**src/rtl/mdu_mul_ctrl.sv**
```systemverilog
// rtl/mdu_mul_ctrl.sv - MDU sequencer for the shared 33x33 pipelined multiplier
module mdu_mul_ctrl #(
  parameter int LATENCY = 7
) (
  input  logic        clk,
  input  logic        reset,
  input  logic        req_valid,
  output logic        req_ready,
  input  logic [2:0]  req_op,
  input  logic [31:0] req_a,
  input  logic [31:0] req_b,
  output logic        resp_valid,
  input  logic        resp_ready,
  output logic [31:0] resp_data,
  input  logic        flush,
  output logic        busy,
  output logic [31:0] hi,
  output logic [31:0] lo,
  output logic [32:0] mul_a,
  output logic [32:0] mul_b,
  input  logic [65:0] mul_dout
);

  // Sequencer states
  localparam logic [1:0] ST_IDLE = 2'd0;
  localparam logic [1:0] ST_BUSY = 2'd1;
  localparam logic [1:0] ST_DONE = 2'd2;

  // Request opcodes
  localparam logic [2:0] OP_MULT  = 3'd0;
  localparam logic [2:0] OP_MULTU = 3'd1;
  localparam logic [2:0] OP_MUL   = 3'd2;
  localparam logic [2:0] OP_MTHI  = 3'd3;
  localparam logic [2:0] OP_MTLO  = 3'd4;

  // Countdown start: the product is taken on the edge where count has reached zero
  localparam logic [3:0] CNT_INIT = 4'(LATENCY - 1);

  logic [1:0] state;
  logic [3:0] count;
  logic [2:0] op_q;

  logic accept;
  logic fire;
  logic is_mult_op;
  logic unused_dout_top;

  // Upper product bits are never meaningful: 33-bit extension keeps [63:0] exact
  assign unused_dout_top = ^mul_dout[65:64];

  // Handshake and completion decode; flush blocks both acceptance and the final write
  always_comb begin
    req_ready  = (state == ST_IDLE) && !flush;
    resp_valid = (state == ST_DONE);
    busy       = (state != ST_IDLE);
    accept     = req_valid && req_ready;
    fire       = (state == ST_BUSY) && (count == 4'd0) && !flush;
    is_mult_op = (req_op == OP_MULT) || (req_op == OP_MULTU) || (req_op == OP_MUL);
  end

  // State register and latency countdown
  always_ff @(posedge clk or posedge reset) begin
    if (reset) begin
      state <= ST_IDLE;
      count <= 4'd0;
      op_q  <= OP_MULT;
    end else if (flush) begin
      state <= ST_IDLE;
      count <= 4'd0;
    end else begin
      case (state)
        ST_IDLE: begin
          if (accept) begin
            op_q <= req_op;
            if (is_mult_op) begin
              count <= CNT_INIT;
              state <= ST_BUSY;
            end else begin
              state <= ST_DONE;
            end
          end
        end
        ST_BUSY: begin
          if (count == 4'd0) begin
            state <= ST_DONE;
          end else begin
            count <= count - 4'd1;
          end
        end
        ST_DONE: begin
          if (resp_ready) begin
            state <= ST_IDLE;
          end
        end
        default: begin
          state <= ST_IDLE;
          count <= 4'd0;
        end
      endcase
    end
  end

  // Multiplier operands: captured once on accept, held steady while the pipeline runs
  always_ff @(posedge clk or posedge reset) begin
    if (reset) begin
      mul_a <= 33'd0;
      mul_b <= 33'd0;
    end else if (accept) begin
      if (req_op == OP_MULTU) begin
        mul_a <= {1'b0, req_a};
        mul_b <= {1'b0, req_b};
      end else if ((req_op == OP_MULT) || (req_op == OP_MUL)) begin
        mul_a <= {req_a[31], req_a};
        mul_b <= {req_b[31], req_b};
      end
    end
  end

  // Architectural HI/LO: direct moves on accept, full product on MULT/MULTU completion
  always_ff @(posedge clk or posedge reset) begin
    if (reset) begin
      hi <= 32'd0;
      lo <= 32'd0;
    end else if (accept && (req_op == OP_MTHI)) begin
      hi <= req_a;
    end else if (accept && (req_op == OP_MTLO)) begin
      lo <= req_a;
    end else if (fire && ((op_q == OP_MULT) || (op_q == OP_MULTU))) begin
      hi <= mul_dout[63:32];
      lo <= mul_dout[31:0];
    end
  end

  // Response word: low product for MUL, zero for everything else, held through DONE
  always_ff @(posedge clk or posedge reset) begin
    if (reset) begin
      resp_data <= 32'd0;
    end else if (flush) begin
      resp_data <= 32'd0;
    end else if (accept && !is_mult_op) begin
      resp_data <= 32'd0;
    end else if (fire) begin
      resp_data <= (op_q == OP_MUL) ? mul_dout[31:0] : 32'd0;
    end
  end

endmodule

```
**config.mk**
```make
export PLATFORM = sky130hd
export DESIGN_NAME = mdu_mul_ctrl
export DESIGN_NICKNAME = d
export VERILOG_FILES = /design/src/rtl/mdu_mul_ctrl.sv
export SDC_FILE = /design/constraint.sdc
export NUM_CORES = 1
export LEC_CHECK = 0
export BUFFER_PORTS_ARGS = -buffer_cell sky130_fd_sc_hd__buf_2
export CAP_MARGIN = 20
export CORE_ASPECT_RATIO = 1.75
export CORE_UTILIZATION = 30
export DETAILED_ROUTE_END_ITERATION = 12
export PLACE_DENSITY_LB_ADDON = 0.08
export REMOVE_ABC_BUFFERS = 1
export SYNTH_ARGS = -nofsm -noshare
export SYNTH_HDL_FRONTEND = slang
export SYNTH_SLANG_ARGS = --single-unit
export TNS_END_PERCENT = 20
```
**constraint.sdc**
```tcl
create_clock -name clk -period 5.8 [get_ports clk]
set_clock_uncertainty 0.2 [all_clocks]
set_input_delay 0 -clock clk [delete_from_list [all_inputs] [get_ports clk]]
set_output_delay 0 -clock clk [all_outputs]
set_load 0.01 [all_outputs]
```
# Word level (Yosys, flattened, before mapping)
# Index checks and enable logic that the tools add are counted.
[totals]
register_bits = 171
in_bits = 138
word_cells = 79
[classes]
addsub = 1
n_reduce_logical = 29
eq_ne = 15
bitwise = 2
muxes = 24
[op_table]
columns = ["operator", "n"]
rows = [
  ["2-to-1 mux 32 bit", 9],
  ["2-to-1 mux 33 bit", 4],
  ["2-to-1 mux 4 bit", 4],
  ["one-hot mux 4 bit (3 select lines)", 1],
  ["2-to-1 mux 2 bit", 5],
  ["equality test 3 x 2 -> 1 bit, second input constant", 3],
  ["!= test 3 bit, second input constant", 3],
  ["logical AND 1 bit", 8],
  ["nonzero test 2 bit", 4],
  ["equality test 3 x 1 -> 1 bit, second input constant", 2],
  ["zero test 3 bit", 2],
  ["one-hot mux 2 bit (3 select lines)", 1],
  ["AND reduction 2 bit", 3],
  ["AND reduction 3 bit", 2],
  ["zero test 4 bit", 1],
  ["logical OR 1 bit", 4],
  ["AND reduction 4 bit", 1],
  ["subtractor 4 x 1 -> 4 bit, second input constant", 1],
  ["equality test 3 bit, second input constant", 1],
  ["!= test 3 x 1 -> 1 bit, second input constant", 1],
  ["!= test 3 x 2 -> 1 bit, second input constant", 1],
  ["nonzero test 3 bit", 1],
  ["equality test 2 x 1 -> 1 bit, second input constant", 1],
  ["equality test 2 bit, second input constant", 1],
  ["5 further kinds", 7],
]

# Logic depth before layout (Yosys ltp)
[logic_depth]
ltp_word = 7
depth_mapped = 8

# Least setup slack after synthesis
# OpenSTA, ideal clock, no wires.
[synth_timing]
kind = "reg2reg"
startpoint = "register count[0]"
endpoint = "register hi[19]"
setup_time_ps = 125
stages_incl_launch_ff = 9
t_arrival_ps = 1958
path_buffers = 2
path_slack_ps = 3517
synth_period_minus_slack_ps = 2283
path_cell_list = "dfrtp_1 inv_1 ha_1 nor3b_1 and2_1 clkbuf_1 a21o_4 buf_12 mux2_2"
[synth_between]
elab_chain_len = 6
[synth_rtl]
columns = ["element", "line", "text"]
rows = [
  ["from (decl)", "40", "logic [3:0] count;"],
  ["from (signal assigned)", "87", "count <= count - 4'd1;"],
  ["zero test 4 bit", "57", "fire = (state == ST_BUSY) && (count == 4'd0) && !flush;"],
  ["logical AND 1 bit (2 in a row)", "57", ""],
  ["logical AND 1 bit", "128", "end else if (fire && ((op_q == OP_MULT) || (op_q == OP_MULTU))) begin"],
  ["nonzero test 2 bit (no source line)", "n/a", ""],
  ["AND reduction 2 bit (no source line)", "n/a", ""],
  ["to (signal assigned)", "125", "hi <= req_a;"],
  ["to (signal assigned)", "129", "hi <= mul_dout[63:32];"],
  ["to (decl)", "17", "output logic [31:0] hi,"],
]
# No other way between the ends.
# A chain may end at the register's enable or synchronous reset.

# Final worst setup path
[layout_timing]
startpoint = "register state[0]"
endpoint = "register lo[30]"
[layout_between]
elab_chain_len = 6
word_cells_on_any_way = 13
classes_between = "eq/ne (1); mux (1); bitwise (1); reduce/logical (10)"
[layout_rtl]
columns = ["element", "line", "text"]
rows = [
  ["from (decl)", "39", "logic [1:0] state;"],
  ["from (signal assigned)", "64", "state <= ST_IDLE;"],
  ["from (signal assigned)", "68", "state <= ST_IDLE;"],
  ["from (signal assigned)", "77", "state <= ST_BUSY;"],
  ["equality test 2 x 1 -> 1 bit or zero test 2 bit (tied branches)", "57, 53", ""],
  ["logical AND 1 bit, on equally long branches", "57, 53", ""],
  ["logical AND 1 bit, on equally long branches", "57, 56", ""],
  ["logical AND 1 bit, on equally long branches", "128, 124, 126", ""],
  ["nonzero test 2 bit (no source line) or inverter 1 bit (tied branches)", "n/a", ""],
  ["AND reduction 2 bit (no source line)", "n/a", ""],
  ["to (signal assigned)", "127", "lo <= req_a;"],
  ["to (signal assigned)", "130", "lo <= mul_dout[31:0];"],
  ["to (decl)", "18", "output logic [31:0] lo,"],
]
# Parallel ways exist; a longest one is shown, timed or not.

==> tab_implementation.tex <==
\begin{tabular}{lr}
\hline
Metric & Value \\
\hline
\multicolumn{2}{l}{\textbf{Global routing}} \\
\quad Remaining global-route overflow & 0 \\
\quad Antenna violations before repair & 0 \\
\quad Maximum number of pins on one net before global-route repair & 105 \\
\quad Global-route usage over all layers & 18.94\% \\
\quad Wire length of the first global-routing pass & 37300 um \\
\quad Via count of the first global-routing pass & 6789 \\
\multicolumn{2}{l}{\textbf{Floorplanning}} \\
\quad Core Region & 25340 um\^{}2 \\
\quad Height of the die & 214.4 um \\
\quad Chip Width & 123.4 um \\
\quad Effective utilization at floorplan & 30.52\% \\
\quad Placement Rows & 77 \\
\quad Number of I/O pins & 303 \\
\quad Die Outline Area & 26450 um\^{}2 \\
\multicolumn{2}{l}{\textbf{Setup path}} \\
\quad Launch point of the worst path & state[0] \\
\quad Type of element capturing the critical path & flip-flop \\
\quad Crit path required time & 5920 ps \\
\quad Worst Path Arrival & 3590 ps \\
\quad Crit-path max FO & 33 \\
\quad Type of element launching the critical path & flip-flop \\
\quad Critical setup path kind & flip-flop to flip-flop \\
\quad R2R Path Start & state[0] \\
\multicolumn{2}{l}{\textbf{Detailed routing}} \\
\quad Total Routed Length & 24030 um \\
\quad Post-route DRC & 0 \\
\quad Via-per-instance ratio & 4.641 \\
\quad Antenna-violating nets left & 0 \\
\quad Drt initial violations & 187 \\
\quad Detailed-router iteration count before antenna repair & 4 \\
\quad Avg WL per Cell & 18.28 um \\
\quad Vias after detailed routing & 6098 \\
\multicolumn{2}{l}{\textbf{Synthesis}} \\
\quad Top FF cell, synth & sky130\_fd\_sc\_hd\_\_dfrtp\_1 \\
\quad Syn Inst Count & 557 \\
\quad Cell Area, Synth & 7732 um\^{}2 \\
\quad Most common library cells after synthesis & sky130\_fd\_sc\_hd\_\_dfrtp\_1 (171), sky130\_fd\_sc\_hd\_\_mux2\_2 (137), sky130\_fd\_sc\_hd\_\_mux2\_4 (50), sky130\_fd\_sc\_hd\_\_nand2\_1 (45), sky130\_fd\_sc\_hd\_\_nand3\_1 (34) \\
\quad Number of unique standard cell types used by synthesis & 36 \\
\quad Share of async-settable or async-resettable flops after synthesis & 100.0\% \\
\quad Most numerous cell in the Yosys netlist & sky130\_fd\_sc\_hd\_\_dfrtp\_1 \\
\quad Area share of the largest cell type after synthesis & 55.34\% \\
\quad YS warnings & 0 \\
\quad Cell accounting for the most synthesized area & sky130\_fd\_sc\_hd\_\_dfrtp\_1 \\
\quad Part of the Yosys area used for sequential elements & 55.34\% \\
\quad Synth area leaders & sky130\_fd\_sc\_hd\_\_dfrtp\_1 (55\%), sky130\_fd\_sc\_hd\_\_mux2\_2 (20\%), sky130\_fd\_sc\_hd\_\_mux2\_4 (9.7\%) \\
\quad Number of enable-type register cells in the synthesized netlist & 0 \\
\quad Post-Synthesis Mean Instance Area & 13.88 um\^{}2 \\
\quad Synthesis-stage register bit count & 171 \\
\multicolumn{2}{l}{\textbf{Flow run}} \\
\quad Count of max-cap constraint violations & 0 \\
\multicolumn{2}{l}{\textbf{Timing}} \\
\quad Final worst slack & 2331 ps \\
\quad Hold Fails Final Rpt & 0 \\
\quad Post-route fraction of the period consumed by the critical path & 59.80\% \\
\quad Final setup TNS & 0 ps \\
\quad Setup repair after global routing missed its margin & no \\
\quad Hold slack final & 99.95 ps \\
\quad Actual slew at the worst max-slew pin & 1084 ps \\
\quad Pins over their slew limit & 0 \\
\quad Tightest slew margin relative to the limit & 27.73\% \\
\quad Number of endpoints failing setup at the final stage & 0 \\
\quad Post-layout min period & 3469 ps \\
\quad Achievable frequency & 0.2883 GHz \\
\multicolumn{2}{l}{\textbf{Final layout}} \\
\quad Area of the multi-input gates & 3203 um\^{}2 \\
\quad Net count reported at finish & 1124 \\
\quad Fillcell total & 2389 \\
\quad Synth-to-Final Area Change & 47.99\% \\
\quad Antenna fix cells & 0 \\
\quad Share of cells above drive strength 1 & 53.31\% \\
\quad Sequential Area & 4279 um\^{}2 \\
\multicolumn{2}{l}{\textbf{Power}} \\
\quad Leak & 5.485 nW \\
\quad Maximum vdd ir drop & 185.0 uV \\
\quad Total power per unit cell area & 347.4 nW/um\^{}2 \\
\multicolumn{2}{l}{\textbf{CTS}} \\
\quad Max Root-Sink Buffers & 2 \\
\quad Number of buffers created by CTS & 17 \\
\quad Post-CTS setup buffer count & 0 \\
\quad CTS hold repair buffers & 139 \\
\quad Count of clock tree sinks & 171 \\
\quad Clock latency of the later-clocked register in the worst-skew pair & 430 ps \\
\quad Clock slew seen by the registers of the worst setup and hold paths & 60 ps \\
\quad Clock tree from TritonCTS & built \\
\quad Clock H-tree levels & 4 \\
\quad Clk Tree Root Cell & sky130\_fd\_sc\_hd\_\_clkbuf\_16 \\
\quad Cells resized by post-CTS repair & 0 \\
\multicolumn{2}{l}{\textbf{Placed design}} \\
\quad \# port buffers & 300 \\
\quad Detailed-placement wirelength estimate & 15910 um \\
\quad Setup Slack @ Placement & 2215 ps \\
\quad Final weighted congestion in routability-driven placement & 0.7649 \\
\multicolumn{2}{l}{\textbf{Outcome}} \\
\quad Outcome & finished clean \\
\multicolumn{2}{l}{\textbf{Hold path}} \\
\quad HP Class & input port to asynchronous set/reset pin \\
\hline
\end{tabular}
## final timing paths
kind                        endpoint  slack [ps]  cells after the start
setup / recovery              lo[30]        2330                      5
hold reg to reg            mul_b[32]         280                      2
min in group clk            mul_b[4]         130                      3
max in group asynchronous  mul_a[15]        3720                      4
setup reg to reg              lo[30]        2330                      5
hold / removal                hi[13]         100                      3
## report_power, final
part / internal, mW / switching, mW
registers: 1.51 / 0.163
clock network: 0.679 / 0.475
logic: 0.635 / 0.519
total: 2.82 / 1.16
## per-stage QoR
step | total power [mW] | instance area, um^2 | utilization [%] | instances
floorplan | 2.264 | 7477 | - | 522
global placement | 2.749 | 9429 | 37.21 | 1141
detailed placement | 2.781 | 9457 | 37.32 | 1142
CTS | 4.047 | 11430 | 45.12 | 1313
global route | 4.198 | 11440 | 45.16 | 1314
finish | 3.976 | 11440 | 45.16 | 1314
## metal layers
metal  routed length, um  global-route usage (%)
met5                   0                       0
met4                 870                   9.116
met3                1027                   4.096
met2               13220                   34.73
met1                8906                   19.83
## cells by family after synthesis
family,share of synthesized area (%)
mux,30.97
flops,55.34
simple gates,6.424
compound gates,3.511
buf+inv,3.592
fa+ha+maj,0.1618
## placed cells by master, fill, tap and decap left out, types with 7 or more instances in the layout
cell type,n
sky130_fd_sc_hd__buf_2,300
sky130_fd_sc_hd__dfrtp_1,171
sky130_fd_sc_hd__dlygate4sd3_1,139
sky130_fd_sc_hd__mux2_2,137
sky130_fd_sc_hd__mux2_4,50
sky130_fd_sc_hd__nand2_1,42
sky130_fd_sc_hd__nand3_1,33
sky130_fd_sc_hd__a21oi_1,33
sky130_fd_sc_hd__clkbuf_16,17
sky130_fd_sc_hd__mux2_1,9
sky130_fd_sc_hd__nor2_1,7
## layout make-up
cell class	instances	share of cell area [%]
sequential	171	37.39
multi-input combinational	345	27.99
timing repair buffer	444	25.81
clock buffer	26	4.363
tap	316	3.455
clock inverter	6	0.7435
inverter	6	0.2405
## flip-flops by register name, indices dropped and copies added, names as in the netlist
register	cells
count	4
hi	32
lo	32
mul_a	33
mul_b	33
op_q	3
resp_data	32
state	2
## critical path, cell delays in order, from the launching register on
cell and delay [ps]:
sky130_fd_sc_hd__dfrtp_1 520, sky130_fd_sc_hd__nor4b_4 490, sky130_fd_sc_hd__nand3_4 590, sky130_fd_sc_hd__nand2_2 660
sky130_fd_sc_hd__buf_4 490, sky130_fd_sc_hd__mux2_2 390
Note: power is estimated with default switching activity, not from simulation.
